[src/rtl/serial_adder16_pkg.sv]
// Shared definitions for the bit-serial adder: FSM state encoding and default width.
package serial_adder16_pkg;

  typedef enum logic [1:0] {
    IDLE = 2'd0,
    RUN  = 2'd1,
    DONE = 2'd2
  } state_e;

  localparam int DEFAULT_WIDTH = 16;

endpackage

[src/rtl/serial_adder16_full_adder.sv]
// One-bit full adder: two half adders whose carries are merged by an OR.
module full_adder (
  input  logic a,
  input  logic b,
  input  logic cin,
  output logic sum,
  output logic cout
);

  logic halfSum;
  logic halfCarry;
  logic propCarry;

  assign halfSum   = a ^ b;
  assign halfCarry = a & b;
  assign sum       = halfSum ^ cin;
  assign propCarry = halfSum & cin;
  assign cout      = halfCarry | propCarry;

endmodule

[src/rtl/serial_adder16.sv]
// Bit-serial unsigned adder: one result bit per RUN cycle, LSB first, with the
// finished sum and carry published on a one-cycle DONE state.
module serial_adder16
  import serial_adder16_pkg::*;
#(
  parameter int WIDTH = DEFAULT_WIDTH
) (
  input  logic             clk,
  input  logic             reset,
  input  logic             start,
  input  logic [WIDTH-1:0] a,
  input  logic [WIDTH-1:0] b,
  output logic             busy,
  output logic             done,
  output logic [WIDTH-1:0] sum,
  output logic             cout
);

  localparam int CNT_W = $clog2(WIDTH);
  localparam logic [CNT_W-1:0] LAST = CNT_W'(WIDTH - 1);

  state_e             state_q, state_d;
  logic [WIDTH-1:0]   a_q, a_d;
  logic [WIDTH-1:0]   b_q, b_d;
  logic [WIDTH-1:0]   psum_q, psum_d;
  logic [WIDTH-1:0]   sum_q, sum_d;
  logic               carry_q, carry_d;
  logic               cout_q, cout_d;
  logic [CNT_W-1:0]   cnt_q, cnt_d;
  logic               faSum;
  logic               faCout;

  full_adder u_fa (
    .a    (a_q[0]),
    .b    (b_q[0]),
    .cin  (carry_q),
    .sum  (faSum),
    .cout (faCout)
  );

  always_ff @(posedge clk or posedge reset) begin
    if (reset) begin
      state_q <= IDLE;
      a_q     <= '0;
      b_q     <= '0;
      psum_q  <= '0;
      sum_q   <= '0;
      carry_q <= 1'b0;
      cout_q  <= 1'b0;
      cnt_q   <= '0;
    end else begin
      state_q <= state_d;
      a_q     <= a_d;
      b_q     <= b_d;
      psum_q  <= psum_d;
      sum_q   <= sum_d;
      carry_q <= carry_d;
      cout_q  <= cout_d;
      cnt_q   <= cnt_d;
    end
  end

  always_comb begin
    state_d = state_q;
    a_d     = a_q;
    b_d     = b_q;
    psum_d  = psum_q;
    sum_d   = sum_q;
    carry_d = carry_q;
    cout_d  = cout_q;
    cnt_d   = cnt_q;
    case (state_q)
      IDLE, DONE: begin
        if (start) begin
          a_d     = a;
          b_d     = b;
          carry_d = 1'b0;
          cnt_d   = '0;
          state_d = RUN;
        end else if (state_q == DONE) begin
          state_d = IDLE;
        end
      end
      RUN: begin
        // The final bit is folded straight into sum so it is valid on DONE entry.
        a_d     = a_q >> 1;
        b_d     = b_q >> 1;
        psum_d  = {faSum, psum_q[WIDTH-1:1]};
        carry_d = faCout;
        cnt_d   = cnt_q + CNT_W'(1);
        if (cnt_q == LAST) begin
          sum_d   = {faSum, psum_q[WIDTH-1:1]};
          cout_d  = faCout;
          state_d = DONE;
        end
      end
      default: state_d = IDLE;
    endcase
  end

  assign busy = (state_q == RUN);
  assign done = (state_q == DONE);
  assign sum  = sum_q;
  assign cout = cout_q;

endmodule

[config.mk]
export PLATFORM = sky130hd
export DESIGN_NAME = serial_adder16
export DESIGN_NICKNAME = d
export VERILOG_FILES = /design/src/rtl/serial_adder16_pkg.sv /design/src/rtl/serial_adder16_full_adder.sv /design/src/rtl/serial_adder16.sv
export SDC_FILE = /design/constraint.sdc
export NUM_CORES = 1
export LEC_CHECK = 0
export ABC_AREA = 1
export BUFFER_PORTS_ARGS = -buffer_cell sky130_fd_sc_hd__buf_2
export CAP_MARGIN = 20
export CORE_MARGIN = 2
export CORE_UTILIZATION = 56
export DETAILED_ROUTE_END_ITERATION = 10
export PLACE_DENSITY = 0.83
export SKIP_LAST_GASP = 1
export SLEW_MARGIN = 15
export SYNTH_ARGS = -nofsm -noshare
export SYNTH_HDL_FRONTEND = slang
export SYNTH_SLANG_ARGS = --single-unit
[constraint.sdc]
create_clock -name clk -period 2.63 [get_ports clk]
set_input_delay 0.263 -clock clk [delete_from_list [all_inputs] [get_ports clk]]
set_output_delay 0.263 -clock clk [all_outputs]
set_load 0.01 [all_outputs]
==> results of run 1 <==
==> cell families (layout without fill, tap and decap cells) <==
kind of cell	Yosys count	in the layout	synth area share
compound gates	18	18	0.0283
fa+ha+maj	2	2	0.0102
buf+inv	52	110	0.0751
flops	71	71	0.558
simple gates	264	264	0.328
==> state kept, by name (all words and copies together), names as in the netlist <==
signal / flops
a_q: 16
b_q: 16
carry_q: 1
cnt_q: 4
cout: 1
psum_q: 15
state_q: 2
sum: 16
==> per-layer routing <==
metal	global-route usage	part of all wire
met1	0.291	0.45
met2	0.346	0.50
met3	0.0385	0.034
met4	0.109	0.020
met5	0	0
==> worst max path at each step <==
stage               cells past startpoint  startpoint     end  slack (ns)
global placement                        7  state_q[0]  a_q[8]        1.06
floorplan                               1       reset  a_q[0]        0.57
finish                                  3  state_q[0]    busy        0.73
CTS                                     3  state_q[0]    busy        0.70
detailed placement                      5  state_q[0]  b_q[4]        0.98
global route                            3  state_q[0]    busy        0.60
==> cell type report <==
type                            instances  area (sq um)
Sequential cell                        71          1780
Timing Repair Buffer                   58           318
Inverter                               36           135
Clock buffer                           10           138
Fill cell                             441          1800
Multi-Input combinational cell        284          1170
Tap cell                               72          90.1
Clock inverter                          6          83.8
==> layout by cell type (no fill, tap or decap) <==
| master | instances |
|---|---|
| clkinv_4 | 1 |
| inv_1 | 33 |
| nand2_2 | 1 |
| clkbuf_8 | 10 |
| nand2_4 | 1 |
| clkinv_2 | 3 |
| nand4_1 | 1 |
| a21oi_1 | 1 |
| buf_4 | 3 |
| nand3_1 | 2 |
| nand2_1 | 251 |
| nor2_8 | 1 |
| dlygate4sd3_1 | 1 |
| nor2_4 | 1 |
| nand3_4 | 1 |
| ha_1 | 1 |
| nor2_1 | 4 |
| dfrtp_1 | 71 |
| nor2_2 | 1 |
| o21ai_0 | 17 |
| inv_2 | 3 |
| fa_1 | 1 |
| buf_12 | 1 |
| buf_2 | 53 |
| bufinv_16 | 2 |
==> repair_timing <==
action | CTS | global route
hold buffers | 1 | 0
hold endpoints to repair | 3 | 0
setup endpoints to repair | 0 | 0
==> critical path, stage by stage, from the launching register on <==
cell and delay, ns:
dfrtp_1 0.46, inv_2 0.08, nor2_4 0.50, buf_2 0.25
==> power groups by stage <==
stage / combinational [uW] / clock (uW) / sequential (uW)
6_report: 1470 / 954 / 1870
5_1_grt: 1740 / 1010 / 1930
4_1_cts: 1490 / 974 / 1870
3_5_place_dp: 1470 / 0 / 1870
3_3_place_gp: 1400 / 0 / 1860
2_1_floorplan: 1110 / 0 / 1860
==> metrics by stage <==
stage / total power, uW / instance area [sq um] / utilization / hold WS (ns)
4_1_cts: 4330 / 3710 / 0.674 / 0.124
3_3_place_gp: 3260 / 3480 / 0.632 / 0.369
6_report: 4290 / 3710 / 0.674 / 0.141
2_1_floorplan: 2980 / 3180 / - / 0.380
3_5_place_dp: 3350 / 3480 / 0.632 / 0.373
5_1_grt: 4680 / 3710 / 0.674 / 0.131
==> impl_metrics.csv, run 1 <==
group,metric,value,unit
detailed_routing,drc,0,
floorplanning,start_util,0.578,
finish,drive_above_1_share,0.176,
critical_path,crit_required,2.37,ns
clock_tree,cts_buffers,9,
power,pwr_density_cell,1160,nW/um^2
status,status,"complete, no violations",
critical_path,reg2reg_depth,5,
global_route,antenna_found_initial,0,
synth,yosys_warnings,0,
power,seqPwrFrac,0.436,
critical_path,crit_type,"reg -> out",
sta,fin_setup_tns,0,ns
critical_path,cp_max_fo,28,
global_route,grt_pass1_wl,10600,um
clock_tree,root_buffer,"clkbuf_8",
sta,slew_viol_final,0,
global_route,grt_max_degree,72,
synth,syn_area,3180,sq um
critical_path,reg2reg_slack,0.98,ns
floorplanning,die_x,79.4,um
synth,yosysTopAreaCellShare,0.558,
synth,dominantRegCellSynth,"dfrtp_1",
detailed_routing,wl,6180,um
clock_tree,clk_pin_slew,0.08,ns
synth,synth_cell_types,20,
sta,skew,0.00813,ns
synth,syn_avg_cell_area,7.82,sq um
min_path,hp-start,"a[15]",
sta,fin_ws,0.733,ns
sta,clock.fmax,527,MHz
sta,slew_headroom,0.577,
power,switching_share,0.385,
floorplanning,dieArea,6300,sq um
synth,ys_seq_elements,71,
detailed_routing,dr_total_vias,2536,
clock_tree,post-cts-setup-buffer-count,0,
synth,synth_top_cell_by_area,"dfrtp_1",
sta,min_period_over_period,0.721,
detailed_routing,first_pass_iters,5,
clock_tree,h-tree-depth,3,
min_path,holdPathEnd,"a_q[15]",
detailed_routing,vias_per_cell,4.72,
critical_path,end_kind,"output pin",
floorplanning,die_h,79.4,um
synth,synth-edff-count,0,
power,p_comb_frac,0.342,
sta,post-route-min-period,1.90,ns
min_path,hold_class,"in -> reg",
synth,synth_area_leaders,"dfrtp_1 56%, nand2_1 30%, inv_1 4.0%",
critical_path,reg2reg_from,"state_q[0]",
detailed_routing,wl_per_cell,11.5,um
sta,hold_viol_final,0,
synth,ys_seq_area_frac,0.558,
finish,areaGrowthSynthToFinish,16.6,%
synth,synthTopCellsByCount,"251 x nand2_1, 71 x dfrtp_1, 34 x inv_1",
critical_path,cp.arrival,1.63,ns
finish,diodes,0,
floorplanning,ios,54,
placed_design,place_ws,0.983,ns
flow_run,max-cap-violations,0,
synth,synth_fp_nets,444,
clock_tree,cts_tree,"done",
clock_tree,clk_latency,0.34,ns
clock_tree,cts.sinks,71,
critical_path,reg2reg_to,"b_q[4]",
global_route,grt_usage,0.218,
floorplanning,rows,27,
finish,nets,497,
placed_design,gp_congestion,0.744,
power,power.internal,2640,uW
detailed_routing,first_iter_violations,285,
global_route,grt-ovfl-total,0,
synth,async_reset_ff_frac,1.00,
placed_design,dp_cells,520,
global_route,grt_pass1_vias,2402,
power,p_leak,0.00220,uW
clock_tree,cts.path.max_buffers,2,
sta,setup-violations-final,0,
placed_design,io_buffers,53,
power,p_clk_frac,0.222,
synth,synthMostInstantiatedCell,"nand2_1",
floorplanning,core-area,5510,sq um
sta,worst_pin_slew,0.633,ns
min_path,holdPathStages,3,
synth,syn_inst,407,
power,p_switching,1650,uW
sta,rsz0062_at_grt,"no",
finish,final-instance-count-excl-fill,537,
detailed_routing,antenna_left,0,
clock_tree,ctsResizeCount,0,
critical_path,startpoint_type,"flip-flop",
power,vdd.ir_drop.worst,738,uV
placed_design,dp_hpwl,3900,um
(Power assumes the default switching activity.)
==> run 2, diff against run 1 <==
--- a/config.mk
+++ b/config.mk
@@ -5,13 +5,13 @@
 export SDC_FILE = /design/constraint.sdc
 export NUM_CORES = 1
 export LEC_CHECK = 0
-export ABC_AREA = 1
+export ABC_AREA = 0
 export BUFFER_PORTS_ARGS = -buffer_cell sky130_fd_sc_hd__buf_2
 export CAP_MARGIN = 20
 export CORE_MARGIN = 2
-export CORE_UTILIZATION = 56
+export CORE_UTILIZATION = 55
 export DETAILED_ROUTE_END_ITERATION = 10
-export PLACE_DENSITY = 0.83
+export PLACE_DENSITY = 0.82
 export SKIP_LAST_GASP = 1
 export SLEW_MARGIN = 15
 export SYNTH_ARGS = -nofsm -noshare
==> constraint.sdc (replaced) <==
create_clock -name clk -period 2 [get_ports clk]
set_input_delay 0.2 -clock clk [delete_from_list [all_inputs] [get_ports clk]]
set_output_delay 0.2 -clock clk [all_outputs]
set_load 0.01 [all_outputs]
==> run 2 against run 1 <==
Utilization is 0.47 points higher. Final cell count down 32%. Wire length decreased by 13%. Worst hold slack got worse by 0.071 ns. Combinational power up 39%. Cell area down 6.0%. Global-route usage fell by 1.4 points. First-iteration DRC count is 44% lower. Die area is 5.8% lower. Synthesized area shrank 7.8%. Non-clock buffer count rose by 4. Critical path type unchanged. Clock-buffer cell count is 3 higher.
==> impl_metrics.csv, run 2 <==
group,metric,value,unit
clock_tree,cts_hold_buf,1,
critical_path,crit_family,"buffers and inverters",
sta,skew,0.00444,ns
floorplanning,ios,54,
power,p_leak,0.00174,uW
clock_tree,cts.sinks,71,
flow_run,max-cap-violations,0,
detailed_routing,dr_total_vias,1994,
critical_path,startpoint_type,"flip-flop",
sta,setup-violations-final,0,
critical_path,cp_max_fo,27,
synth,yosys_warnings,0,
status,status,"complete, no violations",
global_route,grt_max_degree,72,
floorplanning,rows,26,
synth,async_reset_ff_frac,1.00,
clock_tree,root_buffer,"clkbuf_8",
global_route,grt_pass1_vias,2010,
sta,timing.hold.ws,0.0696,ns
sta,slew_headroom,0.760,
critical_path,cp.arrival,1.45,ns
detailed_routing,wl_per_cell,14.8,um
finish,multiInputGateArea,1060,sq um
critical_path,crit_required,1.80,ns
power,pwr_density_cell,1650,nW/um^2
synth,syn_avg_cell_area,12.4,sq um
finish,fillers,402,
power,vdd.ir_drop.worst,879,uV
critical_path,max_stage_delay,0.37,ns
clock_tree,ctsResizeCount,0,
synth,ys_seq_elements,71,
clock_tree,clk_pin_slew,0.07,ns
finish,drive_above_1_share,0.380,
detailed_routing,vias_per_cell,5.46,
finish,final-seq-area,1780,sq um
critical_path,critPathSlowestCell,"dfrtp_1",
clock_tree,clk_latency,0.34,ns
clock_tree,cts.path.max_buffers,2,
global_route,grt_usage,0.204,
finish,final_cell_mix,"71 x dfrtp_1, 53 x buf_2, 31 x nand3_1, 31 x nand2_1, 30 x a22oi_1",
synth,dominantRegCellSynth,"dfrtp_1",
synth,ys_seq_area_frac,0.606,
synth,synthMostInstantiatedCell,"dfrtp_1",
detailed_routing,drc,0,
finish,final_common_cell,"dfrtp_1",
critical_path,crit_type,"reg -> out",
critical_path,worstPathCellList,"nand2b_1 > inv_4 > buf_4 > buf_2",
sta,fin_ws,0.354,ns
synth,synth_fp_nets,273,
critical_path,worst-path-buf-inv,3,
synth,synth_area_leaders,"dfrtp_1 61%, mux2_2 8.8%, a22oi_1 7.7%",
sta,rsz0062_at_grt,"no",
sta,clock.fmax,607,MHz
synth,synth_cell_types,23,
synth,synthTopCellsByCount,"71 x dfrtp_1, 31 x nand2_1, 31 x nand3_1",
clock_tree,cts_tree,"done",
placed_design,place_ws,0.438,ns
clock_tree,post-cts-setup-buffer-count,0,
synth,syn_inst,236,
finish,diodes,0,
detailed_routing,wl,5400,um
detailed_routing,antenna_left,0,
synth,syn_area,2930,sq um
global_route,antenna_found_initial,0,
detailed_routing,first_iter_violations,161,
min_path,hold_class,"in -> reg",
finish,areaGrowthSynthToFinish,18.9,%
synth,synth-edff-count,0,
sta,post-route-min-period,1.65,ns
critical_path,end_kind,"output pin",
placed_design,io_buffers,53,
sta,hold_viol_final,0,
floorplanning,die_x,77.0,um
sta,slew_viol_final,0,
placed_design,gp_congestion,0.723,
global_route,grt-ovfl-total,0,
floorplanning,core-area,5140,sq um
synth,synth_top_cell_by_area,"dfrtp_1",
floorplanning,die_h,77.0,um
sta,worst_pin_slew,0.360,ns
floorplanning,dieArea,5930,sq um
clock_tree,h-tree-depth,3,
sta,min_period_over_period,0.823,
detailed_routing,first_pass_iters,4,
synth,yosysTopAreaCellShare,0.606,
placed_design,dp_hpwl,3470,um
global_route,grt_pass1_wl,9480,um
finish,nets,327,
sta,fin_setup_tns,0,ns
floorplanning,start_util,0.571,
clock_tree,cts_buffers,9,
## run 2: cell count changes after synthesis, sizes merged, moves of 2 or more
cell,before,now
a22o,0,5
a22oi,0,30
buf,13,5
clkbuf,3,14
inv,36,2
mux2,0,32
mux2i,0,2
nand2,253,31
nand2b,0,2
nand3,3,31
nor2,7,1
nor2b,0,3
o21ai,17,2
## run 2: area by class of cell
type / count / share of cell area
Timing Repair Buffer: 62 / 0.0997
Sequential cell: 71 / 0.510
Inverter: 2 / 0.00287
Tap cell: 70 / 0.0251
Clock inverter: 3 / 0.0115
Multi-Input combinational cell: 144 / 0.303
Clock buffer: 13 / 0.0484
## run 2: kinds of logic (layout without fill, tap and decap cells)
kind of cell	Yosys count	after routing	share of synthesized area
flip-flops	71	71	0.606
AND/OR/NAND/NOR	71	71	0.112
AO/OA/AOI/OAI	37	37	0.0951
multiplexers	34	34	0.141
buffers and inverters	21	80	0.0350
adder cells (fa/ha/maj)	2	2	0.0111
## run 2: layer usage
metal  global-route usage  vias up  share of wire
met4               0.0643        0          0.014
met5                    0        -              0
li1                     -      947              -
met3               0.0553        8          0.060
met2                0.322       72           0.48
met1                0.277      967           0.45
## run 2: per-stage QoR
step / total power, uW / area [sq um] / cells / util
2_1_floorplan: 4020 / 2930 / 236 / -
3_3_place_gp: 4500 / 3270 / 348 / 0.636
3_5_place_dp: 4610 / 3270 / 348 / 0.636
4_1_cts: 5820 / 3490 / 365 / 0.678
5_1_grt: 6200 / 3490 / 365 / 0.678
6_report: 5750 / 3490 / 365 / 0.678
## run 2: final timing paths
| kind | from | to | slack, ns | depth (start not counted) |
|---|---|---|---|---|
| min in group asynchronous | reset | sum[9] | 0.49 | 4 |
| min | b[4] | b_q[4] | 0.07 | 3 |
| max in group asynchronous | reset | a_q[2] | 1.22 | 4 |
| min reg2reg | b_q[2] | b_q[2] | 0.50 | 2 |
| max | state_q[1] | busy | 0.35 | 4 |
| max reg2reg | cnt_q[0] | sum[15] | 0.43 | 4 |
## run 2: worst reg2reg max path: stages, from the launching register on
cell	delay [ns]
dfrtp_1	0.38
ha_1	0.18
and3_1	0.17
and2_4	0.33
mux2_2	0.38
## run 2: report_power, final
group	switching [uW]	leakage (uW)	total (uW)	internal (uW)
Combinational	1020	0.000741	2050	1030
Sequential	407	0.000885	2520	2120
Clock	502	0.000109	1180	675
Total	1930	0.00174	5750	3820
